<file path="src/rtl/accel_host_pkg.sv">
// Shared types for the accelerator host driver.
// FSM state encoding and scratchpad select values.
package accel_host_pkg;

  typedef enum logic [2:0] {
    IDLE   = 3'd0,
    LOAD_W = 3'd1,
    LOAD_I = 3'd2,
    ROUTE  = 3'd3,
    DRAIN  = 3'd4,
    FIN    = 3'd5
  } state_t;

  localparam logic SPAD_SEL_W = 1'b0;
  localparam logic SPAD_SEL_I = 1'b1;

endpackage

</file>
<file path="src/rtl/sync_fifo.sv">
// Synchronous FIFO with registered pointers and a combinational head.
// Push on full is accepted only when a pop happens in the same cycle.
module sync_fifo #(
  parameter int WIDTH = 16,
  parameter int DEPTH = 16,
  localparam int AW = $clog2(DEPTH)
) (
  input  logic             clk,
  input  logic             rst,
  input  logic             push,
  input  logic             pop,
  input  logic [WIDTH-1:0] wr_data,
  output logic [WIDTH-1:0] rd_data,
  output logic             full,
  output logic             empty,
  output logic [AW:0]      count
);

  logic [WIDTH-1:0] mem [DEPTH];
  logic [AW-1:0]    wr_ptr;
  logic [AW-1:0]    rd_ptr;
  logic             do_push;
  logic             do_pop;

  assign empty   = (count == '0);
  assign full    = (count == (AW+1)'(DEPTH));
  assign do_pop  = pop && !empty;
  assign do_push = push && (!full || do_pop);
  // Head is forced to zero when empty so the output is clean after reset
  assign rd_data = empty ? '0 : mem[rd_ptr];

  always_ff @(posedge clk) begin
    if (rst) begin
      wr_ptr <= '0;
      rd_ptr <= '0;
      count  <= '0;
    end else begin
      if (do_push) wr_ptr <= wr_ptr + 1'b1;
      if (do_pop)  rd_ptr <= rd_ptr + 1'b1;
      unique case ({do_push, do_pop})
        2'b10:   count <= count + 1'b1;
        2'b01:   count <= count - 1'b1;
        default: count <= count;
      endcase
    end
  end

  always_ff @(posedge clk) begin
    if (do_push) mem[wr_ptr] <= wr_data;
  end

endmodule

</file>
<file path="src/rtl/accel_host_driver.sv">
// Host-side initiator: streams weights/inputs into the scratchpads,
// routes the job, and buffers results into an output stream.
module accel_host_driver
  import accel_host_pkg::*;
#(
  parameter int DATA_WIDTH      = 8,
  parameter int SPAD_DATA_WIDTH = 64,
  parameter int ADDR_WIDTH      = 8,
  parameter int OUT_FIFO_DEPTH  = 16
) (
  input  logic                       i_clk,
  input  logic                       i_rst,
  input  logic                       i_start,
  input  logic [ADDR_WIDTH-1:0]      i_w_base,
  input  logic [ADDR_WIDTH-1:0]      i_w_words,
  input  logic [ADDR_WIDTH-1:0]      i_i_base,
  input  logic [ADDR_WIDTH-1:0]      i_i_words,
  input  logic [SPAD_DATA_WIDTH-1:0] i_s_data,
  input  logic                       i_s_valid,
  output logic                       o_s_ready,
  output logic [SPAD_DATA_WIDTH-1:0] o_data_in,
  output logic [ADDR_WIDTH-1:0]      o_write_addr,
  output logic                       o_spad_select,
  output logic                       o_write_en,
  output logic                       o_route_en,
  input  logic [2*DATA_WIDTH-1:0]    i_ofmap,
  input  logic                       i_ofmap_valid,
  input  logic                       i_done,
  output logic [2*DATA_WIDTH-1:0]    o_m_data,
  output logic                       o_m_valid,
  input  logic                       i_m_ready,
  output logic                       o_busy,
  output logic                       o_done,
  output logic                       o_overflow
);

  localparam int FAW = $clog2(OUT_FIFO_DEPTH);

  state_t                state;
  logic [ADDR_WIDTH-1:0] w_base;
  logic [ADDR_WIDTH-1:0] w_words;
  logic [ADDR_WIDTH-1:0] i_base;
  logic [ADDR_WIDTH-1:0] i_words;
  logic [ADDR_WIDTH-1:0] beat_cnt;
  logic                  accept;
  logic                  last_w;
  logic                  last_i;
  logic                  push;
  logic                  pop;
  logic                  fifo_full;
  logic                  fifo_empty;
  logic [FAW:0]          fifo_count;

  assign o_s_ready = (state == LOAD_W) || (state == LOAD_I);
  assign accept    = i_s_valid && o_s_ready;
  assign last_w    = (beat_cnt == w_words - 1'b1);
  assign last_i    = (beat_cnt == i_words - 1'b1);
  assign o_busy    = (state != IDLE);
  assign o_done    = (state == FIN);
  assign o_m_valid = !fifo_empty;
  assign push      = (state == ROUTE) && i_ofmap_valid;
  assign pop       = o_m_valid && i_m_ready;

  sync_fifo #(
    .WIDTH (2*DATA_WIDTH),
    .DEPTH (OUT_FIFO_DEPTH)
  ) u_out_fifo (
    .clk     (i_clk),
    .rst     (i_rst),
    .push    (push),
    .pop     (pop),
    .wr_data (i_ofmap),
    .rd_data (o_m_data),
    .full    (fifo_full),
    .empty   (fifo_empty),
    .count   (fifo_count)
  );

  always_ff @(posedge i_clk) begin
    if (i_rst) begin
      state         <= IDLE;
      w_base        <= '0;
      w_words       <= '0;
      i_base        <= '0;
      i_words       <= '0;
      beat_cnt      <= '0;
      o_write_en    <= 1'b0;
      o_write_addr  <= '0;
      o_data_in     <= '0;
      o_spad_select <= SPAD_SEL_W;
      o_route_en    <= 1'b0;
      o_overflow    <= 1'b0;
    end else begin
      o_write_en <= 1'b0;
      unique case (state)
        IDLE: begin
          if (i_start) begin
            w_base     <= i_w_base;
            w_words    <= i_w_words;
            i_base     <= i_i_base;
            i_words    <= i_i_words;
            beat_cnt   <= '0;
            o_overflow <= 1'b0;
            if (i_w_words != '0)      state <= LOAD_W;
            else if (i_i_words != '0) state <= LOAD_I;
            else                      state <= ROUTE;
          end
        end
        LOAD_W: begin
          if (accept) begin
            o_write_en    <= 1'b1;
            o_write_addr  <= w_base + beat_cnt;
            o_data_in     <= i_s_data;
            o_spad_select <= SPAD_SEL_W;
            if (last_w) begin
              beat_cnt <= '0;
              state    <= (i_words != '0) ? LOAD_I : ROUTE;
            end else begin
              beat_cnt <= beat_cnt + 1'b1;
            end
          end
        end
        LOAD_I: begin
          if (accept) begin
            o_write_en    <= 1'b1;
            o_write_addr  <= i_base + beat_cnt;
            o_data_in     <= i_s_data;
            o_spad_select <= SPAD_SEL_I;
            if (last_i) begin
              beat_cnt <= '0;
              state    <= ROUTE;
            end else begin
              beat_cnt <= beat_cnt + 1'b1;
            end
          end
        end
        ROUTE: begin
          if (i_done) begin
            o_route_en <= 1'b0;
            state      <= DRAIN;
          end else begin
            o_route_en <= 1'b1;
          end
        end
        DRAIN: begin
          if (fifo_count == '0) state <= FIN;
        end
        FIN: state <= IDLE;
        default: state <= IDLE;
      endcase
      // A result is lost only when full and nothing frees a slot this cycle
      if (push && fifo_full && !pop) o_overflow <= 1'b1;
    end
  end

endmodule

</file>
<file path="config.mk">
export PLATFORM = sky130hd
export DESIGN_NAME = accel_host_driver
export DESIGN_NICKNAME = d
export VERILOG_FILES = /design/src/rtl/accel_host_pkg.sv /design/src/rtl/sync_fifo.sv /design/src/rtl/accel_host_driver.sv
export SDC_FILE = /design/constraint.sdc
export NUM_CORES = 1
export LEC_CHECK = 0
export BUFFER_PORTS_ARGS = -buffer_cell sky130_fd_sc_hd__buf_2
export CORE_ASPECT_RATIO = 0.5
export CORE_MARGIN = 3
export CORE_UTILIZATION = 52
export DETAILED_ROUTE_END_ITERATION = 8
export GPL_TIMING_DRIVEN = 1
export PLACE_DENSITY = 0.85
export SYNTH_ARGS = -nofsm -noshare
export SYNTH_HDL_FRONTEND = slang
export SYNTH_HIERARCHICAL = 1
export SYNTH_SLANG_ARGS = --single-unit
</file>
<file path="constraint.sdc">
create_clock -name i_clk -period 2.9 [get_ports i_clk]
set_input_delay 0.87 -clock i_clk [delete_from_list [all_inputs] [get_ports i_clk]]
set_output_delay 0.87 -clock i_clk [all_outputs]
set_load 0.005 [all_outputs]
</file>
## Word level (Yosys, flattened, before mapping)

Memory sizes are Yosys's and may differ from the RTL's. A register that Yosys moved wholly into a read port is not among the register bits.
Index checks and enable logic that the tools add are counted.

| word-level totals | value |
|---|---|
| flip-flop bits (word level) | 132 |
| bits in writable memories | 256 |
| bits of input ports | 119 |
| word-level logic and storage cells | 108 |
| memories | 1 |

Memories:

| memory | depth | bits a word | read ports | clocked after Yosys merged registers in | write ports | line | source |
|---|---|---|---|---|---|---|---|
| u_out_fifo.mem | 16 | 16 | 1 | 1 | 1 | sync_fifo.sv:19 | `logic [WIDTH-1:0] mem [DEPTH];` |

| cells by class | value |
|---|---|
| $add $sub $neg | 9 |
| eq/ne operators | 17 |
| multiplexer cells | 34 |
| bitwise gates (word level) | 1 |
| reduce and logical (&&, ||, !) cells | 31 |

Operators by type and width:

| operator | count |
|---|---|
| 8-bit two-way mux | 7 |
| 8-bit one-hot mux with 3 select lines | 1 |
| 8-bit nonzero test | 3 |
| 3-bit two-way mux | 7 |
| 8-bit adder | 2 |
| 8-bit equality test | 2 |
| 16-bit two-way mux | 1 |
| 8-bit one-hot mux with 2 select lines | 1 |
| 8-bit by 1-bit subtractor with 8-bit output (second input constant) | 2 |
| 3-bit one-hot mux with 5 select lines | 1 |
| 2-bit != test (second input constant) | 6 |
| 1-bit two-way mux | 11 |
| 5-bit one-hot mux with 2 select lines | 1 |
| 4-bit by 1-bit adder with 4-bit output (second input constant) | 2 |
| 8-bit by 1-bit adder with 8-bit output (second input constant) | 1 |
| 4-bit two-way mux | 2 |
| 2-bit nonzero test | 4 |
| 1-bit logical AND | 7 |
| 7-bit AND reduction | 1 |
| 3-bit by 2-bit equality test with 1-bit output (second input constant) | 2 |
| 3-bit equality test (second input constant) | 2 |
| 2-bit AND reduction | 3 |
| 3-bit nonzero test | 2 |
| 5-bit by 1-bit adder with 5-bit output (second input constant) | 1 |
| 16 further kinds | 20 |

## Longest topological paths before layout

Gate-level depths: netlist of the first run.

| logic depth | value |
|---|---|
| depth after elaboration | 8 |
| gate-level depth with buffers | 14 |
| gate-level depth less buffers | 13 |

## Modules after synthesis

Netlist of the first run, hierarchy kept.

By module, submodules not included:

| module | instances | cells each | area each (um^2) |
|---|---|---|---|
| sync_fifo | 1 | 526 | 10859.2 |
| accel_host_driver | 1 | 689 | 5242.5 |

## Worst setup path before layout of the first run

OpenSTA, ideal clock, no wires.

| timing path | value |
|---|---|
| path kind | register to register |
| start | reg state[1] |
| end | reg o_write_addr[6] |
| arrival | 2944 ps |
| required time | 2830 ps |
| slack | -114 ps |
| stages on the path, launching flop included | 14 |
| buffers on the path | 1 |
| path through | dfxtp_1 > clkbuf_1 > nand2_1 > nor2_1 > mux2_2 > ha_1 > fa_1 > a21oi_1 > o21bai_1 > a21o_1 > a21oi_1 > xnor2_1 > nand2_1 > a21oi_1 |

| between the ends | value |
|---|---|
| longest elaborated chain between the ends | 5 |
| elaborated cells on any way between the ends | 9 |
| those cells by class | eq/ne (4); mux (1); reduce/logical (4) |

Ends and longest elaborated chain:

| item | line | source |
|---|---|---|
| from (decl) | accel_host_driver.sv:39 | `state_t state;` |
| from (signal assigned) | accel_host_driver.sv:117 | `state <= (i_words != '0) ? LOAD_I : ROUTE;` |
| 3-bit by 1-bit equality test with 1-bit output or 3-bit by 2-bit equality test with 1-bit output (tied branches) | accel_host_driver.sv:54, accel_host_driver.sv:95 |  |
| 1-bit logical OR | accel_host_driver.sv:54 | `assign o_s_ready = (state == LOAD_W) \|\| (state == LOAD_I);` |
| 1-bit logical AND | accel_host_driver.sv:55 | `assign accept = i_s_valid && o_s_ready;` |
| 2-bit != test (no line) | - |  |
| 3-bit AND reduction (no line) | - |  |
| to (signal assigned) | accel_host_driver.sv:112 | `o_write_addr <= w_base + beat_cnt;` |
| to (signal assigned) | accel_host_driver.sv:126 | `o_write_addr <= i_base + beat_cnt;` |
| to (decl) | accel_host_driver.sv:22 | `output logic [ADDR_WIDTH-1:0] o_write_addr,` |

Several ways; a longest one is shown, not always the timed one.
A chain may end at the register's enable or synchronous reset.

==> run summary, run 1 <==
Status: finished with violations
Failing checks: setup timing
Vias/cell: 5.91
Synth Warn #: 6
Setup violators final: 16
Initial antenna violation count: 3
Period utilization: 108%
Leading area contributor after synthesis: edfxtp_1
Crit path max fanout: 7
Synth Flop Type: edfxtp_1
Post-Syn Area per Cell: 13.3 sq um
Vias: 11.1k
Post-route setup slack: -0.241 ns
Residual DRC: 0
Clock sinks: 392
Fmax: 318 MHz
Final ANT Viol Nets: 0
Routed WL per cell: 22.6 microns
PnR Total Power: 12.6 mW
Area delta synth->final: 21.2%
EDFF count, synth: 256
Max Buffers Root-to-Sink: 3
Final Util: 65.7%
Initial Utilization: 54.2%
Total Routed Length: 42400 microns
LEAKAGE: 7.16 nW
R2r worst-path depth: 13
Critical path's most frequent cell: buf_12
Cells after synthesis: 1215
Grt ovf: 0
Vias in the first global route: 11.1k
Filler Cell Count: 2038
Min-delay worst type: reg -> reg
Die Footprint: 33200 sq um
Worst-skew pair later-pin latency: 0.54 ns
Crit path cell chain: buf_12 -> buf_12 -> buf_6 -> mux4_2 -> a211oi_2 -> a211oi_1 -> buf_2
Mapped Area: 16100 sq um
Register area share after synthesis: 64.7%
Fin. Hold Viols: 0
Worst-path clk slew: 0.07 ns
Yosys reg bits: 392
Crit end category: primary output
Root buf cell: clkbuf_16
Hold-fix buffers, CTS: 0
Final Critical Period: 3.14 ns
Top-area cell type share of the netlist area: 47.7%
Pwr/cell area: 647 nW/um^2
CP Launch Type: register
Worst Skew: 0.0365 ns
Max Slew Vio Count: 0
Chip height: 130 microns
Slowest CP cell: mux4_2
Hold depth: 2
Hold Path Origin: o_write_addr[3]$_SDFFE_PP0P_
WHS: 0.446 ns
GRT Util Overall: 25.2%
Critical path class: reg -> out
WP data required: 2.03 ns
Async S/R FF share, synth: 0%
Synth cell count leaders: 256 x edfxtp_1, 237 x nand2_1, 136 x dfxtp_1
Die width: 255 microns
Starting DRT DRC Count: 983
R2r endpoint: o_write_addr[6]$_SDFFE_PP0P_
Largest net degree at the start of global routing: 66
Critical path arrival: 2.27 ns
TritonCTS buffer count: 34
Global-route wire length before repair: 63100 microns
Syn nets: 1354
Critical R2R Launch: state[0]$_SDFFE_PP0P_
H-Tree Depth: 2
Worst VDD drop: 474 uV
Worst-Margin Slew: 0.657 ns
Count leader, synth: edfxtp_1
Max Cap Viol: 0
Core area: 29700 sq um
Row count: 44
I/O Pins: 215
DRT Pass-1 Iters: 5
CP max stage delay: 0.51 ns
Gpl congestion: 0.894
IO buf count: 214
Yosys cell types: 67
RSZ-0062 raised after global routing: yes
Layout cells sized above 1: 31.5%
Main area contributors after synthesis: edfxtp_1 48%, dfxtp_1 17%, mux4_2 9.0%
Post-DP HPWL: 25300 microns
CTS tree: yes
Final nets: 1598
Place WS: -0.0680 ns
Critical Path End: o_m_data[3]
Reg-to-reg slack, setup: 0.16 ns
Slew HR: 56.2%
worst max-delay path: cells and delay by family (launching register included):
kind,cells,cell delay [ns]
multiplexers,1,0.51
buffers and inverters,4,0.51
flip-flops,1,0.39
AO/OA/AOI/OAI,2,0.34
kinds of logic (layout without fill, tap and decap cells):
group           Yosys count  in the layout  synth area share [%]
flops                   392            392                  64.7
compound gates          206            206                  7.71
other cells               0              3                     0
simple gates            379            379                  10.8
mux                      93             93                  10.8
fa+ha+maj                20             20                  1.65
xor+xnor                 34             34                  1.85
buf+inv                  91            358                  2.56
cells in the final DEF, fill, tap and decap left out, drive strengths merged, types with 20 or more instances in the layout:
| cell | Yosys | routed |
|---|---|---|
| dfxtp | 136 | 136 |
| clkbuf | 54 | 45 |
| a21oi | 123 | 123 |
| buf | 21 | 282 |
| nand2 | 237 | 237 |
| a211oi | 36 | 36 |
| mux2i | 20 | 20 |
| nor2b | 24 | 24 |
| edfxtp | 256 | 256 |
| nor2 | 33 | 33 |
| mux4 | 64 | 64 |
state kept, by name, summed over array words and instances (netlist names), named ones only:
signal,cells
u_out_fifo/mem,256
beat_cnt,8
u_out_fifo/rd_ptr,4
o_overflow,1
w_words,8
u_out_fifo/count,5
state,3
i_base,8
o_spad_select,1
i_words,8
o_data_in,64
o_route_en,1
u_out_fifo/wr_ptr,4
w_base,8
o_write_en,1
o_write_addr,8
metrics by stage:
stage / area (sq um) / instances / setup TNS, ns
3_5_place_dp: 17900 / 1797 / -0.0680
2_1_floorplan: 16100 / 1215 / 0
4_1_cts: 19500 / 1871 / -4.11
3_3_place_gp: 17900 / 1797 / 0
6_report: 19500 / 1876 / -3.05
5_1_grt: 19500 / 1875 / -4.18
worst min-delay path by stage:
| stage | endpoint |
|---|---|
| 5_1_grt | o_write_addr[3]$_SDFFE_PP0P_ |
| 6_report | o_write_addr[3]$_SDFFE_PP0P_ |
| 4_1_cts | o_write_addr[3]$_SDFFE_PP0P_ |
| 2_1_floorplan | i_base[0]$_SDFFE_PP0P_ |
| 3_3_place_gp | o_data_in[15]$_SDFFE_PP0P_ |
| 3_5_place_dp | o_write_addr[3]$_SDFFE_PP0P_ |
power breakdown:
part	internal [mW]	switching (mW)	total, mW
sequential	6.20	0.183	6.38
combinational	0.710	1.04	1.75
clock	2.48	2.01	4.49
total	9.39	3.23	12.6
cell type report:
| type | instances | area [sq um] | share of cell area, % |
|---|---|---|---|
| diodes | 3 | 7.51 | 0.0385 |
| well taps | 391 | 489 | 2.51 |
| multi-input cells | 732 | 5530 | 28.3 |
| inverters | 16 | 60.1 | 0.308 |
| repair buffers | 283 | 1940 | 9.93 |
| clock inverters | 14 | 111 | 0.571 |
| flip-flops and latches | 392 | 10400 | 53.4 |
| clock buffers | 45 | 965 | 4.94 |
routing by layer:
metal	vias to the layer above	GRT usage (%)	share of wire (%)	wire length, microns
li1	4967	-	-	-
met1	5466	32.2	38	16100
met2	545	43.1	50	21200
met3	104	5.42	8.5	3610
met4	2	9.07	3.3	1380
met5	-	0	0.047	20
timing repair:
item / in CTS / in global routing
endpoints found under the setup margin: 17 / 19
gates resized for setup: 55 / 20
cloned: 5 / 0
endpoints found under the hold margin: 0 / 0
setup buffers: 10 / 6
pin swaps: 26 / 13
Note: power is estimated with default switching activity, not from simulation.
==> inputs of run 2 (changes only) <==
Settings changed: ABC_AREA set to 1.
==> run summary, run 2 <==
Most frequent cells in the layout: 382 x nand2_1, 258 x nor2_1, 256 x edfxtp_1
Max Slew Vio Count: 0 (unchanged)
Area delta synth->final: 19.1%
Syn nets: 1861 (+37%)
Failing checks: DRC, setup timing
CP Launch Type: register
Global-route wire length before repair: 69200 microns (+9.7%)
DRT Pass-1 Iters: 8 (+3)
Vias/cell: 5.61 (-5.1%)
IO buf count: 214 (unchanged)
Chip height: 132 microns (+1.6%)
Async S/R FF share, synth: 0% (unchanged)
Place WS: 0.258 ns (+0.326 ns)
Grt ovf: 0 (unchanged)
Filler Cell Count: 2254 (+11%)
Mapped Area: 16600 sq um (+3.3%)
Synth Warn #: 6 (unchanged)
Residual DRC: 2 (+2)
Hold-fix buffers, CTS: 0 (unchanged)
Final nets: 2085 (+30%)
Period utilization: 104% (-4.0 points)
Die width: 259 microns (+1.6%)
Multi-input logic area: 5520 sq um (-0.14%)
Post-route setup slack: -0.127 ns (+0.115 ns)
Worst-path clk slew: 0.07 ns (about the same)
Setup violators final: 16 (unchanged)
Yosys reg bits: 392 (unchanged)
WP data required: 2.03 ns (about the same)
Top-area cell type share of the netlist area: 46.2% (-1.5 points)
Largest net degree at the start of global routing: 55 (-17%)
Register area share after synthesis: 62.6% (-2.1 points)
Worst VDD drop: 484 uV (+2.2%)
Worst Skew: 0.0335 ns (-0.00294 ns)
I/O Pins: 215 (unchanged)
Initial antenna violation count: 1 (-2)
EDFF count, synth: 256 (unchanged)
Placement Cell Area: 18200 sq um (+1.5%)
Critical path class: reg -> out
Fin. Hold Viols: 0 (unchanged)
Biggest regs: u_out_fifo/mem x256, o_data_in x64
CTS tree: yes
Fmax: 330 MHz (+3.8%)
Initial Utilization: 53.8% (-0.35 points)
Worst-Margin Slew: 0.760 ns (+0.103 ns)
TritonCTS buffer count: 35 (+2.9%)
Cells after synthesis: 1722 (+42%)
Critical path arrival: 2.16 ns (-0.11 ns)
Synth Flop Type: edfxtp_1
Biggest register: u_out_fifo/mem
Commonest non-fill, non-tap cell in the layout: nand2_1
Post-DP HPWL: 26600 microns (+5.0%)
Seq. cell area: 10400 sq um (about the same)
Fin area: 19800 sq um (+1.5%)
Max Buffers Root-to-Sink: 3 (unchanged)
Core area: 30900 sq um (+4.0%)
GRT Util Overall: 25.4% (+0.29 points)
Main area contributors after synthesis: edfxtp_1 46%, dfxtp_1 16%, nand2_1 8.7%
RSZ-0062 raised after global routing: yes
Count leader, synth: nand2_1
Leading area contributor after synthesis: edfxtp_1
Crit path max fanout: 20 (+13)
Routed WL per cell: 18.7 microns (-17%)
Max Cap Viol: 0 (unchanged)
Final Critical Period: 3.03 ns (-0.115 ns)
Worst-skew pair later-pin latency: 0.56 ns (+0.02 ns)
Total Routed Length: 44800 microns (+5.7%)
PnR Total Power: 14.3 mW (+14%)
Status: finished with violations
Final ANT Viol Nets: 0 (unchanged)
Synth cell count leaders: 384 x nand2_1, 263 x nor2_1, 256 x edfxtp_1
Post-Syn Area per Cell: 9.66 sq um (-27%)
Clock sinks: 392 (unchanged)
Placed cells: 2315 (+29%)
Vias: 13.4k (+21%)
Root buf cell: clkbuf_16
Vias in the first global route: 12.9k (+16%)
H-Tree Depth: 2 (unchanged)
LEAKAGE: 8.27 nW (+15%)
Yosys cell types: 43 (-36%)
Row count: 45 (+2.3%)
Layout cells sized above 1: 20.8% (-11 points)
Slew HR: 49.3% (-6.9 points)
Die Footprint: 34300 sq um (+3.2%)
Starting DRT DRC Count: 1577 (+60%)
WHS: 0.455 ns (+0.00972 ns)
Pwr/cell area: 723 nW/um^2 (+12%)
Gpl congestion: 0.871 (-2.6%)
Crit end category: primary output
Final Non-Filler Cells: 2395 (+28%)
Min-delay worst type: reg -> reg
Max reg flops: 256 (unchanged)
## run 2: cell count changes after synthesis, moves of 17 or more
cell,delta
a211oi_1,-35
a21oi_1,-24
buf_2,+33
clkbuf_1,-24
inv_1,+52
mux2i_1,-20
mux4_2,-64
nand2_1,+147
nand3_1,+149
nor2_1,+231
nor2b_1,-24
o21ai_0,+123
o31ai_1,+17
## run 2: critical path, stage by stage, from the launching register on
cell and delay, ns:
dfxtp_4 0.48, clkinv_8 0.15, buf_16 0.20, nor2_1 0.13
nor2_1 0.11, o31ai_2 0.26, a21oi_2 0.13, buf_2 0.15
## run 2: worst paths after layout
kind	startpoint	endpoint	slack, ns	cells past startpoint
worst max register to register	u_out_fifo/count[0]$_SDFFE_PP0P_	u_out_fifo/count[4]$_SDFFE_PP0P_	0.31	17
worst max-delay path	register	o_m_data[10]	-0.13	7
worst min-delay path	w_base[0]$_SDFFE_PP0P_	w_base[0]$_SDFFE_PP0P_	0.46	2
worst min register to register	w_base[0]$_SDFFE_PP0P_	w_base[0]$_SDFFE_PP0P_	0.46	2
## run 2: kinds of logic (layout without fill, tap and decap cells)
| kind of cell | count (synthesis) | after routing | share of synthesized area [%] |
|---|---|---|---|
| xor+xnor | 24 | 24 | 1.26 |
| simple gates | 844 | 844 | 21.1 |
| fa+ha+maj | 20 | 20 | 1.59 |
| buf+inv | 177 | 426 | 4.98 |
| other cells | 0 | 1 | 0 |
| compound gates | 265 | 265 | 8.43 |
| flops | 392 | 392 | 62.6 |
## run 2: through the flow
step | setup TNS, ns | utilization [%]
2_1_floorplan | 0 | -
3_3_place_gp | 0 | 58.9
3_5_place_dp | 0 | 58.9
4_1_cts | -0.848 | 63.5
5_1_grt | -2.68 | 64.1
6_report | -1.30 | 64.1
## run 2: layer usage
layer / GRT usage (%) / part of all wire, % / up-vias
met4: 9.69 / 3.0 / 2
met1: 33.1 / 38 / 6214
met2: 41.6 / 48 / 848
li1: - / - / 6248
met3: 6.23 / 11 / 115
met5: 0 / 0.029 / -
## run 2: final cells by class
cell class,instances,area share (%)
flip-flops and latches,392,52.6
multi-input cells,1153,27.9
repair buffers,279,9.52
diodes,1,0.0126
well taps,423,2.67
clock buffers,43,4.78
clock inverters,19,0.865
inverters,85,1.70
## run 2: report_power, final
group	total, mW	internal [mW]	leakage, nW	switching [mW]
Clock	4.62	2.53	0.561	2.09
Sequential	6.72	6.42	3.42	0.298
Combinational	2.99	1.11	4.29	1.88
## run 2: what timing repair did
item                                    in CTS  in global routing
gates cloned                                 7                  2
endpoints found under the setup margin      16                 18
setup buffers                                3                  7
pin swaps                                    7                  9
gates resized for setup                     24                 32
